===== config.mk =====
export PLATFORM = sky130hd
export DESIGN_NAME = decode_stage_pipelined
export DESIGN_NICKNAME = d
export VERILOG_FILES = /design/src/rtl/decode_stage_pipelined.sv
export SDC_FILE = /design/constraint.sdc
export NUM_CORES = 1
export LEC_CHECK = 0
export ABC_AREA = 1
export CORE_UTILIZATION = 30
export CTS_BUF_LIST = sky130_fd_sc_hd__clkbuf_4 sky130_fd_sc_hd__clkbuf_8 sky130_fd_sc_hd__clkbuf_16
export DETAILED_ROUTE_END_ITERATION = 8
export PLACE_DENSITY = 0.55
export SETUP_SLACK_MARGIN = 0.3
export SKIP_LAST_GASP = 1
export SYNTH_ARGS = -nofsm -noshare
export SYNTH_HDL_FRONTEND = slang
export SYNTH_SLANG_ARGS = --single-unit
export TNS_END_PERCENT = 50

===== constraint.sdc =====
create_clock -name i_clk -period 2.3 [get_ports i_clk]
set_input_delay 0.46 -clock i_clk [delete_from_list [all_inputs] [get_ports i_clk]]
set_output_delay 0.46 -clock i_clk [all_outputs]
set_load 0.02 [all_outputs]

===== src/rtl/decode_stage_pipelined.sv =====
// RV32I decode stage: registered decode with EX/MEM operand bypass, hazard stall, flush, illegal flag.
// Latency: one cycle from an accepted fetch beat to o_valid.
// Backpressure: outputs hold while o_valid && !i_ready; o_ready drops on stall or hold, and is forced high by flush.
package decode_stage_pkg;
   typedef enum logic [3:0] {
      ALU_ADD  = 4'b0000,
      ALU_SUB  = 4'b0001,
      ALU_SLL  = 4'b0010,
      ALU_SLT  = 4'b0100,
      ALU_SLTU = 4'b0110,
      ALU_XOR  = 4'b1000,
      ALU_SRL  = 4'b1010,
      ALU_SRA  = 4'b1011,
      ALU_OR   = 4'b1100,
      ALU_AND  = 4'b1110
   } alu_opcode_t;

   typedef struct packed {
      logic [31:0] pc;
      alu_opcode_t alu_opcode;
      logic [31:0] alu_op1;
      logic [31:0] alu_op2;
      logic [4:0]  rd_id;
      logic        is_reg_write;
      logic        is_load;
      logic        is_store;
      logic [2:0]  load_store_type;
      logic        is_jump;
      logic        is_branch;
      logic [2:0]  branch_type;
      logic [31:0] jump_address;
      logic [31:0] store_data;
      logic        illegal;
   } dec_t;
endpackage

module decode_stage_pipelined
   import decode_stage_pkg::*;
#(
   parameter int BYPASS_EN       = 1,
   parameter int ILLEGAL_EN      = 1,
   parameter int JUMP_ADDR_ALIGN = 1
) (
   input  logic        i_clk,
   input  logic        i_rst_n,
   input  logic        i_flush,
   input  logic        i_valid,
   output logic        o_ready,
   input  logic [31:0] i_pc,
   input  logic [31:0] i_instruction,
   output logic [4:0]  o_rs1_id,
   output logic [4:0]  o_rs2_id,
   input  logic [31:0] i_rs1_data,
   input  logic [31:0] i_rs2_data,
   input  logic        i_ex_wb_valid,
   input  logic        i_ex_is_load,
   input  logic [4:0]  i_ex_rd_id,
   input  logic [31:0] i_ex_rd_data,
   input  logic        i_mem_wb_valid,
   input  logic [4:0]  i_mem_rd_id,
   input  logic [31:0] i_mem_rd_data,
   output logic        o_valid,
   input  logic        i_ready,
   output logic [31:0] o_pc,
   output alu_opcode_t o_alu_opcode,
   output logic [31:0] o_alu_op1,
   output logic [31:0] o_alu_op2,
   output logic [4:0]  o_rd_id,
   output logic        o_is_reg_write,
   output logic        o_is_load,
   output logic        o_is_store,
   output logic [2:0]  o_load_store_type,
   output logic        o_is_jump,
   output logic        o_is_branch,
   output logic [2:0]  o_branch_type,
   output logic [31:0] o_jump_address,
   output logic [31:0] o_store_data,
   output logic        o_illegal
);

   localparam logic [6:0] OP_R      = 7'b0110011;
   localparam logic [6:0] OP_I      = 7'b0010011;
   localparam logic [6:0] OP_LOAD   = 7'b0000011;
   localparam logic [6:0] OP_STORE  = 7'b0100011;
   localparam logic [6:0] OP_BRANCH = 7'b1100011;
   localparam logic [6:0] OP_LUI    = 7'b0110111;
   localparam logic [6:0] OP_AUIPC  = 7'b0010111;
   localparam logic [6:0] OP_JAL    = 7'b1101111;
   localparam logic [6:0] OP_JALR   = 7'b1100111;

   logic [6:0]  opcode, funct7;
   logic [2:0]  funct3;
   logic [4:0]  rs1, rs2;
   logic [31:0] imm_i, imm_s, imm_b, imm_u, imm_j;
   logic [31:0] rs1_val, rs2_val, jalr_sum;
   logic        rs1_used, rs2_used, rs1_hz, rs2_hz, stall, advance, illegal;
   dec_t        dec, q;

   assign opcode   = i_instruction[6:0];
   assign funct3   = i_instruction[14:12];
   assign funct7   = i_instruction[31:25];
   assign rs1      = i_instruction[19:15];
   assign rs2      = i_instruction[24:20];
   assign o_rs1_id = rs1;
   assign o_rs2_id = rs2;

   assign imm_i = {{20{i_instruction[31]}}, i_instruction[31:20]};
   assign imm_s = {{20{i_instruction[31]}}, i_instruction[31:25], i_instruction[11:7]};
   assign imm_b = {{19{i_instruction[31]}}, i_instruction[31], i_instruction[7],
                   i_instruction[30:25], i_instruction[11:8], 1'b0};
   assign imm_u = {i_instruction[31:12], 12'b0};
   assign imm_j = {{11{i_instruction[31]}}, i_instruction[31], i_instruction[19:12],
                   i_instruction[20], i_instruction[30:21], 1'b0};

   function automatic logic [31:0] fwd(input logic [4:0] rs, input logic [31:0] rf);
      if (rs == 5'd0)                                              return 32'd0;
      if (BYPASS_EN != 0 && i_ex_wb_valid && i_ex_rd_id == rs)    return i_ex_rd_data;
      if (BYPASS_EN != 0 && i_mem_wb_valid && i_mem_rd_id == rs)  return i_mem_rd_data;
      return rf;
   endfunction

   // With bypass only a load still in EX is unresolvable; without it any in-flight writer is.
   function automatic logic hazard(input logic [4:0] rs);
      logic ex_m, mem_m;
      ex_m  = i_ex_wb_valid && i_ex_rd_id == rs;
      mem_m = i_mem_wb_valid && i_mem_rd_id == rs;
      if (rs == 5'd0)     return 1'b0;
      if (BYPASS_EN != 0) return ex_m && i_ex_is_load;
      return ex_m || mem_m;
   endfunction

   assign rs1_val  = fwd(rs1, i_rs1_data);
   assign rs2_val  = fwd(rs2, i_rs2_data);
   assign jalr_sum = rs1_val + imm_i;

   assign rs1_used = opcode inside {OP_R, OP_I, OP_LOAD, OP_STORE, OP_BRANCH, OP_JALR};
   assign rs2_used = opcode inside {OP_R, OP_STORE, OP_BRANCH};
   assign rs1_hz   = rs1_used && hazard(rs1);
   assign rs2_hz   = rs2_used && hazard(rs2);
   assign stall    = i_valid && (rs1_hz || rs2_hz);
   assign advance  = !o_valid || i_ready;
   assign o_ready  = (advance && !stall) || i_flush;

   always_comb begin
      dec                 = '0;
      illegal             = 1'b0;
      dec.pc              = i_pc;
      dec.alu_opcode      = ALU_ADD;
      dec.rd_id           = i_instruction[11:7];
      dec.load_store_type = funct3;
      dec.branch_type     = funct3;
      dec.store_data      = rs2_val;
      case (opcode)
         OP_R: begin
            dec.alu_opcode   = alu_opcode_t'({funct3, i_instruction[30]});
            dec.alu_op1      = rs1_val;
            dec.alu_op2      = rs2_val;
            dec.is_reg_write = 1'b1;
            illegal          = !(funct7 == 7'b0000000 || funct7 == 7'b0100000);
         end
         OP_I: begin
            // Only shifts take funct7[5]; otherwise bit 30 is immediate data.
            if (funct3 == 3'b001 || funct3 == 3'b101)
               dec.alu_opcode = alu_opcode_t'({funct3, i_instruction[30]});
            else
               dec.alu_opcode = alu_opcode_t'({funct3, 1'b0});
            dec.alu_op1      = rs1_val;
            dec.alu_op2      = imm_i;
            dec.is_reg_write = 1'b1;
            if (funct3 == 3'b001) illegal = funct7 != 7'b0000000;
            if (funct3 == 3'b101) illegal = !(funct7 == 7'b0000000 || funct7 == 7'b0100000);
         end
         OP_LOAD: begin
            dec.alu_op1      = rs1_val;
            dec.alu_op2      = imm_i;
            dec.is_reg_write = 1'b1;
            dec.is_load      = 1'b1;
         end
         OP_STORE: begin
            dec.alu_op1  = rs1_val;
            dec.alu_op2  = imm_s;
            dec.is_store = 1'b1;
         end
         OP_BRANCH: begin
            dec.alu_opcode   = ALU_SUB;
            dec.alu_op1      = rs1_val;
            dec.alu_op2      = rs2_val;
            dec.is_branch    = 1'b1;
            dec.jump_address = i_pc + imm_b;
         end
         OP_LUI: begin
            dec.alu_op1      = imm_u;
            dec.is_reg_write = 1'b1;
         end
         OP_AUIPC: begin
            dec.alu_op1      = i_pc;
            dec.alu_op2      = imm_u;
            dec.is_reg_write = 1'b1;
         end
         OP_JAL: begin
            dec.alu_op1      = i_pc;
            dec.alu_op2      = 32'd4;
            dec.is_reg_write = 1'b1;
            dec.is_jump      = 1'b1;
            dec.jump_address = i_pc + imm_j;
         end
         OP_JALR: begin
            dec.alu_op1      = i_pc;
            dec.alu_op2      = 32'd4;
            dec.is_reg_write = 1'b1;
            dec.is_jump      = 1'b1;
            dec.jump_address = {jalr_sum[31:1], (JUMP_ADDR_ALIGN != 0) ? 1'b0 : jalr_sum[0]};
         end
         default: illegal = 1'b1;
      endcase
      if (ILLEGAL_EN != 0 && illegal) begin
         dec.illegal      = 1'b1;
         dec.is_reg_write = 1'b0;
         dec.is_load      = 1'b0;
         dec.is_store     = 1'b0;
         dec.is_jump      = 1'b0;
         dec.is_branch    = 1'b0;
      end
   end

   always_ff @(posedge i_clk or negedge i_rst_n) begin
      if (!i_rst_n) begin
         o_valid <= 1'b0;
         q       <= '0;
      end else if (i_flush) begin
         o_valid <= 1'b0;
      end else if (advance) begin
         o_valid <= i_valid && !stall;
         if (i_valid && !stall) q <= dec;
      end
   end

   assign o_pc              = q.pc;
   assign o_alu_opcode      = q.alu_opcode;
   assign o_alu_op1         = q.alu_op1;
   assign o_alu_op2         = q.alu_op2;
   assign o_rd_id           = q.rd_id;
   assign o_is_reg_write    = q.is_reg_write;
   assign o_is_load         = q.is_load;
   assign o_is_store        = q.is_store;
   assign o_load_store_type = q.load_store_type;
   assign o_is_jump         = q.is_jump;
   assign o_is_branch       = q.is_branch;
   assign o_branch_type     = q.branch_type;
   assign o_jump_address    = q.jump_address;
   assign o_store_data      = q.store_data;
   assign o_illegal         = q.illegal;

endmodule


==> key figures, run 1 <==
STA
  • Tcrit/Tclk final: 137.5%
  • Max-slew violation count: 0
  • Hold slack: 0.4359 ns
  • Setup Skew: 0.01619 ns
  • Achievable frequency: 316.2 MHz
  • Hold Violations, Final: 0
  • Setup TNS: -119.21 ns
  • Worst slew margin: 53.80%
  • Tmin final: 3.162 ns
  • Worst Tran Pin Value: 0.6930 ns
  • Worst Setup Slack, final: -0.8621 ns
  • Setup violators final: 180
  • Unrepaired setup endpoints after global routing: true

Power and ir drop
  • Switch Pwr: 4.721 mW
  • Switch share: 37.58%
  • Clock Power Share: 25.7%
  • Leakage: 13.04 nW
  • VDD IR-drop max: 409.2 µV
  • Pint: 7.841 mW
  • Combinational fraction of design power: 45.9%
  • Flop pwr share: 28.4%
  • Cell Pwr Density: 467.0 mW/mm²

Place
  • IO Port Bufs: 402
  • Inst Count DP: 3380
  • GPL Wtd Cong: 0.9438
  • Hpwl dp: 57360 µm
  • Placed cell area: 0.02189 mm²

Detailed routing
  • Routed wire per std cell: 21.90 µm
  • Routed vias: 18600
  • Remaining antenna violation count: 0
  • First-iteration detailed-routing DRC count: 1424
  • Detailed-route DRC error count: 0
  • Wirelength, routed: 78830 µm
  • Drt via density: 5.165
  • DR pass1 iterations: 5

Setup path
  • Arr. time, crit path: 3.54 ns
  • Crit-path max FO: 8
  • CP delay by family, top: compound AO/OA/AOI/OAI gates
  • CP required: 2.68 ns
  • Setup crit end kind: register
  • Worst Setup SP: i_instruction[19]
  • Startpoint Class: input pin
  • Worst-path cell chain: buf_6, buf_8, inv_4, buf_6, nand2_2, nand2_2, nor2_4, nand3_4, buf_12, clkinv_8, buf_8, o21ai_4, inv_2, ha_4, nand2_2, o21ai_4, a21oi_4, o21ai_4, a21oi_4, o21a_1, or2_0, nand3_2, a21oi_2, a21o_1
  • Crit path largest cell delay: 0.30 ns
  • Critical Path Slowest Stage Cell: ha_4
  • Launch point of the worst reg-to-reg path: o_valid
  • Kind of critical path: input pin to register
  • Buf/Inv on CP: 8

Cells and area
  • Fill cell count: 3970
  • Layout cell share with drive strength beyond 1: 37.18%
  • Most frequent cells in the layout: nand2_1 (572), buf_4 (488), clkdlybuf4s50_1 (369)
  • Final non-filler cell total: 3600
  • # nets final: 3261
  • Area Growth Syn to Fin: 99.12%
  • Most common cell after layout, fill and taps aside: nand2_1
  • Fin area: 0.02690 mm²

Yosys
  • Yosys top cell area share: 33.16%
  • Synthesized area: 0.01351 mm²
  • Post-synth EDFFs: 0
  • Seq/Total Area, Yosys: 33.16%
  • Most used DFF post-synth: dfrtp_1
  • Largest area contributor in the netlist: dfrtp_1
  • Post-Syn Nets: 2298
  • Mean Syn Cell Area: 6.668 µm²
  • Simple-gate portion of the synthesized area: 27.51%
  • Ys async rst share: 100.0%
  • Main combinational cell family by area after synthesis: simple AND/OR/NAND/NOR gates
  • Synth Area in Compound Gates: 22.23%
  • Syn. warnings: 0
  • #FFs+latches synth: 179
  • Largest cells by area after synthesis: dfrtp_1 (33%), nand2_1 (19%), o21ai_0 (7.7%)
  • Adder-Cell Fraction of Synth Area: 5.853%
  • Distinct cells, synth: 50
  • Cells after synthesis: 2026
  • XOR/XNOR Fraction of Synth Area: 1.102%
  • Mux contribution to synthesized area: 0.08336%

Clock tree
  • CTS tree: yes
  • Clk sink count: 179
  • Clk pin slew, worst setup/hold paths: 0.08 ns
  • Worst skew pair latency: 0.49 ns
  • Number of buffers created by CTS: 17
  • Largest buffer count on any clock path: 2
  • H-tree lvl count: 4
  • CTS root buffer: clkbuf_16

Floorplanning
  • # rows: 77
  • Initial Utilization: 30.48%
  • # IOs: 403
  • Die Area: 0.04588 mm²
  • Core Area: 0.04432 mm²
  • Die H: 214.2 µm
  • Chip Width: 214.2 µm

Min path
  • Hold_sp: i_instruction[4]
  • Min-delay worst type: input pin to register

Global route
  • GR Util All Layers: 32.21%
  • Largest net degree at the start of global routing: 65
  • First-pass GRT wire length: 110900 µm
  • Grt ovf: 0
  • Vias in the first global route: 17990
  • Initial antenna violation count: 8

Outcome
  • Failing checks: setup timing
  • Status: finished with violations

Job
  • Max-cap violations: 0
==> worst reg2reg max path, cell delays in order, from the launching register on <==
cell	delay (ns)
dfrtp_1	0.40
nand3b_1	0.16
nand3_4	0.15
buf_6	0.15
buf_6	0.10
buf_12	0.14
buf_4	0.16
buf_12	0.13
nand2_1	0.06
o21ai_0	0.09
==> flip-flops by register name (all words and copies together) (netlist names) <==
| signal | cells |
|---|---|
| o_branch_type | 3 |
| o_is_load | 1 |
| o_rd_id | 5 |
| o_is_reg_write | 1 |
| o_pc | 32 |
| o_is_store | 1 |
| o_alu_opcode | 4 |
| o_is_jump | 1 |
| o_valid | 1 |
| o_is_branch | 1 |
| o_store_data | 32 |
| o_alu_op2 | 32 |
| o_alu_op1 | 32 |
| o_jump_address | 32 |
| o_illegal | 1 |
==> worst paths after layout <==
kind / end / slack (ns) / cells after the start
worst max-delay path: o_jump_address[20] / -0.86 / 24
worst min-delay path: o_is_load / 0.44 / 5
worst max register to register: o_pc[2] / 0.66 / 9
worst min register to register: o_pc[18] / 0.48 / 2
max in group asynchronous: o_alu_op2[0] / 1.05 / 3
min in group asynchronous: o_store_data[28] / 0.53 / 2
==> cells in the mapped netlist, drive strengths merged, types with 12 or more instances <==
master  instances
a21oi         119
a22oi          21
a31oi          12
buf            55
clkbuf         44
dfrtp         179
ha             60
inv           223
nand2         676
nand3          60
nor2          135
nor3           12
o211ai         43
o21ai         246
o221ai         20
o22ai          28
or2            21
==> cell type report <==
cell class	instances	area (µm²)	area share [%]
Antenna cell	6	15.01	0.05582
Clock buffer	17	425.4	1.581
Clock inverter	15	206.4	0.7675
Inverter	223	918.4	3.414
Multi-Input combinational cell	1525	9823	36.52
Sequential cell	179	4479	16.65
Tap cell	592	740.7	2.754
Timing Repair Buffer	1042	10280	38.22
Timing Repair inverter	1	11.26	0.04186
==> power groups by stage <==
stage | logic [mW] | clock network, mW | registers [mW]
2_1_floorplan | 1.56 | 0 | 3.88
3_3_place_gp | 4.40 | 0 | 3.61
3_5_place_dp | 4.41 | 0 | 3.61
4_1_cts | 5.20 | 3.27 | 3.55
5_1_grt | 6.08 | 3.38 | 3.59
6_report | 5.77 | 3.23 | 3.56
==> timing repair <==
item                                    in CTS  in global routing
hold endpoints to repair                     2                  0
buffers inserted                           104                 37
resized for setup                          464                231
gates cloned                                20                 20
pin swaps                                  153                151
endpoints found under the setup margin     200                205
hold buffers                                 1                  0
==> logic make-up (layout without fill, tap and decap cells) <==
kind of cell / after synthesis / count (layout)
muxes: 1 / 1
adders and majority gates: 62 / 62
other: 0 / 6
AOI/OAI and AO/OA: 523 / 523
buffers and inverters: 322 / 1298
and+or+nand+nor: 922 / 922
xor gates and xnor gates: 17 / 17
DFF: 179 / 179
==> through the flow <==
step	util [%]	worst slack, ns	power, mW
6_report	60.70	-0.8621	12.56
3_3_place_gp	49.40	-1.826	8.016
3_5_place_dp	49.40	-1.865	8.020
2_1_floorplan	-	-0.8393	5.439
5_1_grt	60.68	-0.9950	13.05
4_1_cts	57.16	-0.8287	12.02
==> layer usage <==
metal	vias to the layer above	share of wire [%]	track usage (%)	wire length [µm]
met2	874	45	51.02	35830
li1	8643	-	-	-
met5	-	0.034	0	27
met3	137	8.8	8.227	6911
met1	8937	42	42.04	33260
met4	4	3.5	12.19	2791
No activity file was read; power rests on OpenSTA's default activity.
==> inputs of run 2 (changes only) <==
--- a/config.mk
+++ b/config.mk
@@ -6,6 +6,7 @@
 export NUM_CORES = 1
 export LEC_CHECK = 0
 export ABC_AREA = 1
+export CORE_ASPECT_RATIO = 0.5
 export CORE_UTILIZATION = 30
 export CTS_BUF_LIST = sky130_fd_sc_hd__clkbuf_4 sky130_fd_sc_hd__clkbuf_8 sky130_fd_sc_hd__clkbuf_16
 export DETAILED_ROUTE_END_ITERATION = 8
==> run 2 against run 1 <==
The flow finishes with violations (DRC, setup timing). Clock-buffer cell count is the same. Die area increased by 0.11%. Cell count increased by 2.1%. Wire length increased by 7.8%. Register-to-register slack got worse by 0.06 ns. Fmax shrank 2.4%. Utilization increased by 3.3 points. Clock power down 3%. Setup slack lost 0.079 ns. Critical path type unchanged.
==> key figures, run 2 (synthesis gave the netlist of run 1 again) <==
Outcome
  • Status: finished with violations
  • Failing checks: DRC, setup timing

Detailed routing
  • Drt via density: 5.231
  • Wirelength, routed: 84970 µm
  • Remaining antenna violation count: 0
  • Routed vias: 19220
  • Detailed-route DRC error count: 10
  • DR pass1 iterations: 8
  • Routed wire per std cell: 23.13 µm
  • First-iteration detailed-routing DRC count: 2105

Setup path
  • FF-to-FF End: o_is_store
  • Critical Path Slowest Stage Cell: ha_4
  • Crit-path max FO: 7
  • Kind of critical path: input pin to register
  • FF-to-FF path depth: 8
  • Crit path largest cell delay: 0.30 ns
  • Critical Path End: o_jump_address[21]
  • CP required: 2.67 ns
  • R2R setup slack: 0.60 ns
  • Worst Setup SP: i_instruction[15]
  • Launch point of the worst reg-to-reg path: o_valid
  • Setup crit end kind: register
  • Arr. time, crit path: 3.61 ns
  • Startpoint Class: input pin

STA
  • Unrepaired setup endpoints after global routing: true
  • Max-slew violation count: 0
  • Tmin final: 3.241 ns
  • Setup Skew: 0.01149 ns
  • Tcrit/Tclk final: 140.9%
  • Worst slew margin: 49.46%
  • Achievable frequency: 308.5 MHz
  • Worst Tran Pin Value: 0.7581 ns
  • Setup violators final: 180
  • Worst Setup Slack, final: -0.9410 ns
  • Hold Violations, Final: 0
  • Hold slack: 0.4015 ns

Global route
  • Vias in the first global route: 18060
  • First-pass GRT wire length: 117300 µm
  • GR Util All Layers: 34.79%
  • Largest net degree at the start of global routing: 69
  • Initial antenna violation count: 10
  • Grt ovf: 0

Clock tree
  • Clk sink count: 179
  • Largest buffer count on any clock path: 2
  • Worst skew pair latency: 0.48 ns
  • Number of buffers created by CTS: 17
  • Clk pin slew, worst setup/hold paths: 0.09 ns
  • CTS tree: yes
  • H-tree lvl count: 4
  • CTS root buffer: clkbuf_16

Floorplanning
  • Die H: 152.1 µm
  • Chip Width: 302.1 µm
  • # rows: 54
  • # IOs: 403
  • Core Area: 0.04398 mm²
  • Initial Utilization: 30.71%
  • Die Area: 0.04593 mm²

Cells and area
  • Fill cell count: 3731
  • Most frequent cells in the layout: buf_4 (544), nand2_1 (476), clkdlybuf4s50_1 (368)
  • Most common cell after layout, fill and taps aside: buf_4
  • Final non-filler cell total: 3674
  • Area Growth Syn to Fin: 108.3%
  • # nets final: 3335
  • Layout cell share with drive strength beyond 1: 41.84%

Power and ir drop
  • Pwr Total: 12.81 mW
  • Cell Pwr Density: 455.1 mW/mm²
  • Leakage: 13.81 nW
  • VDD IR-drop max: 628.0 µV

Job
  • Max-cap violations: 0

Min path
  • Min-delay worst type: input pin to asynchronous set/reset pin

Place
  • IO Port Bufs: 402
  • Inst Count DP: 3439
  • Setup WS pre-CTS: -1.988 ns
  • GPL Wtd Cong: 0.9925
  • Hpwl dp: 60520 µm
==> run 2: layer usage <==
metal  wire [µm]  vias up  global-route usage (%)
li1            -     8814                       -
met1       36370     9282                   48.25
met2       37910      916                   53.44
met3        7077      208                   5.849
met4        3618        0                   14.17
met5           0        -                       0
==> run 2: timing repair <==
item                                    4_1_cts  5_1_grt
hold buffers                                  1        0
resized for setup                           541      363
pin swaps                                   152      145
hold endpoints to repair                     18        0
buffers inserted                            103       36
gates cloned                                 30       23
endpoints found under the setup margin      201      211
==> run 2: worst min-delay path by stage <==
stage / start / to / slack (ns) / cells after the start
2_1_floorplan: i_rst_n / o_alu_op1[0] / 0.16 / 0
3_3_place_gp: i_rst_n / o_alu_op1[1] / 0.33 / 1
6_report: i_rst_n / o_alu_op1[0] / 0.40 / 2
3_5_place_dp: i_rst_n / o_branch_type[2] / 0.33 / 1
5_1_grt: i_rst_n / o_alu_op1[0] / 0.42 / 2
4_1_cts: i_rst_n / o_alu_op1[0] / 0.37 / 2
==> run 2: critical path, delay by kind of cell <==
| kind | cells | cell delay (ns) |
|---|---|---|
| fa+ha+maj | 1 | 0.30 |
| compound gates | 6 | 0.97 |
| simple gates | 11 | 0.96 |
| buf+inv | 8 | 0.89 |
==> run 2: area by class of cell <==
class | instances | area, µm² | share of cell area (%)
sequential | 179 | 4479 | 15.92
tap | 588 | 735.7 | 2.615
multi-input combinational | 1525 | 10180 | 36.18
timing repair buffer | 1117 | 11200 | 39.80
clock inverter | 15 | 177.7 | 0.6314
inverter | 223 | 915.9 | 3.255
antenna | 10 | 25.02 | 0.08893
clock buffer | 17 | 425.4 | 1.512
==> run 2: power breakdown <==
group          switching [mW]  internal [mW]  total, mW
Combinational            3.07           3.03       6.09
Clock                    1.67           1.48       3.14
Sequential              0.183           3.39       3.57
Total                    4.92           7.89       12.8
==> run 2: through the flow <==
stage               utilization, %  TNS (ns)  instance area [µm²]
floorplan                        -    -14.02                13930
global placement             50.60   -205.60                22260
detailed placement           50.60   -210.45                22260
CTS                          59.36    -43.29                26110
global route                 63.97    -86.52                28140
finish                       63.97    -74.99                28140
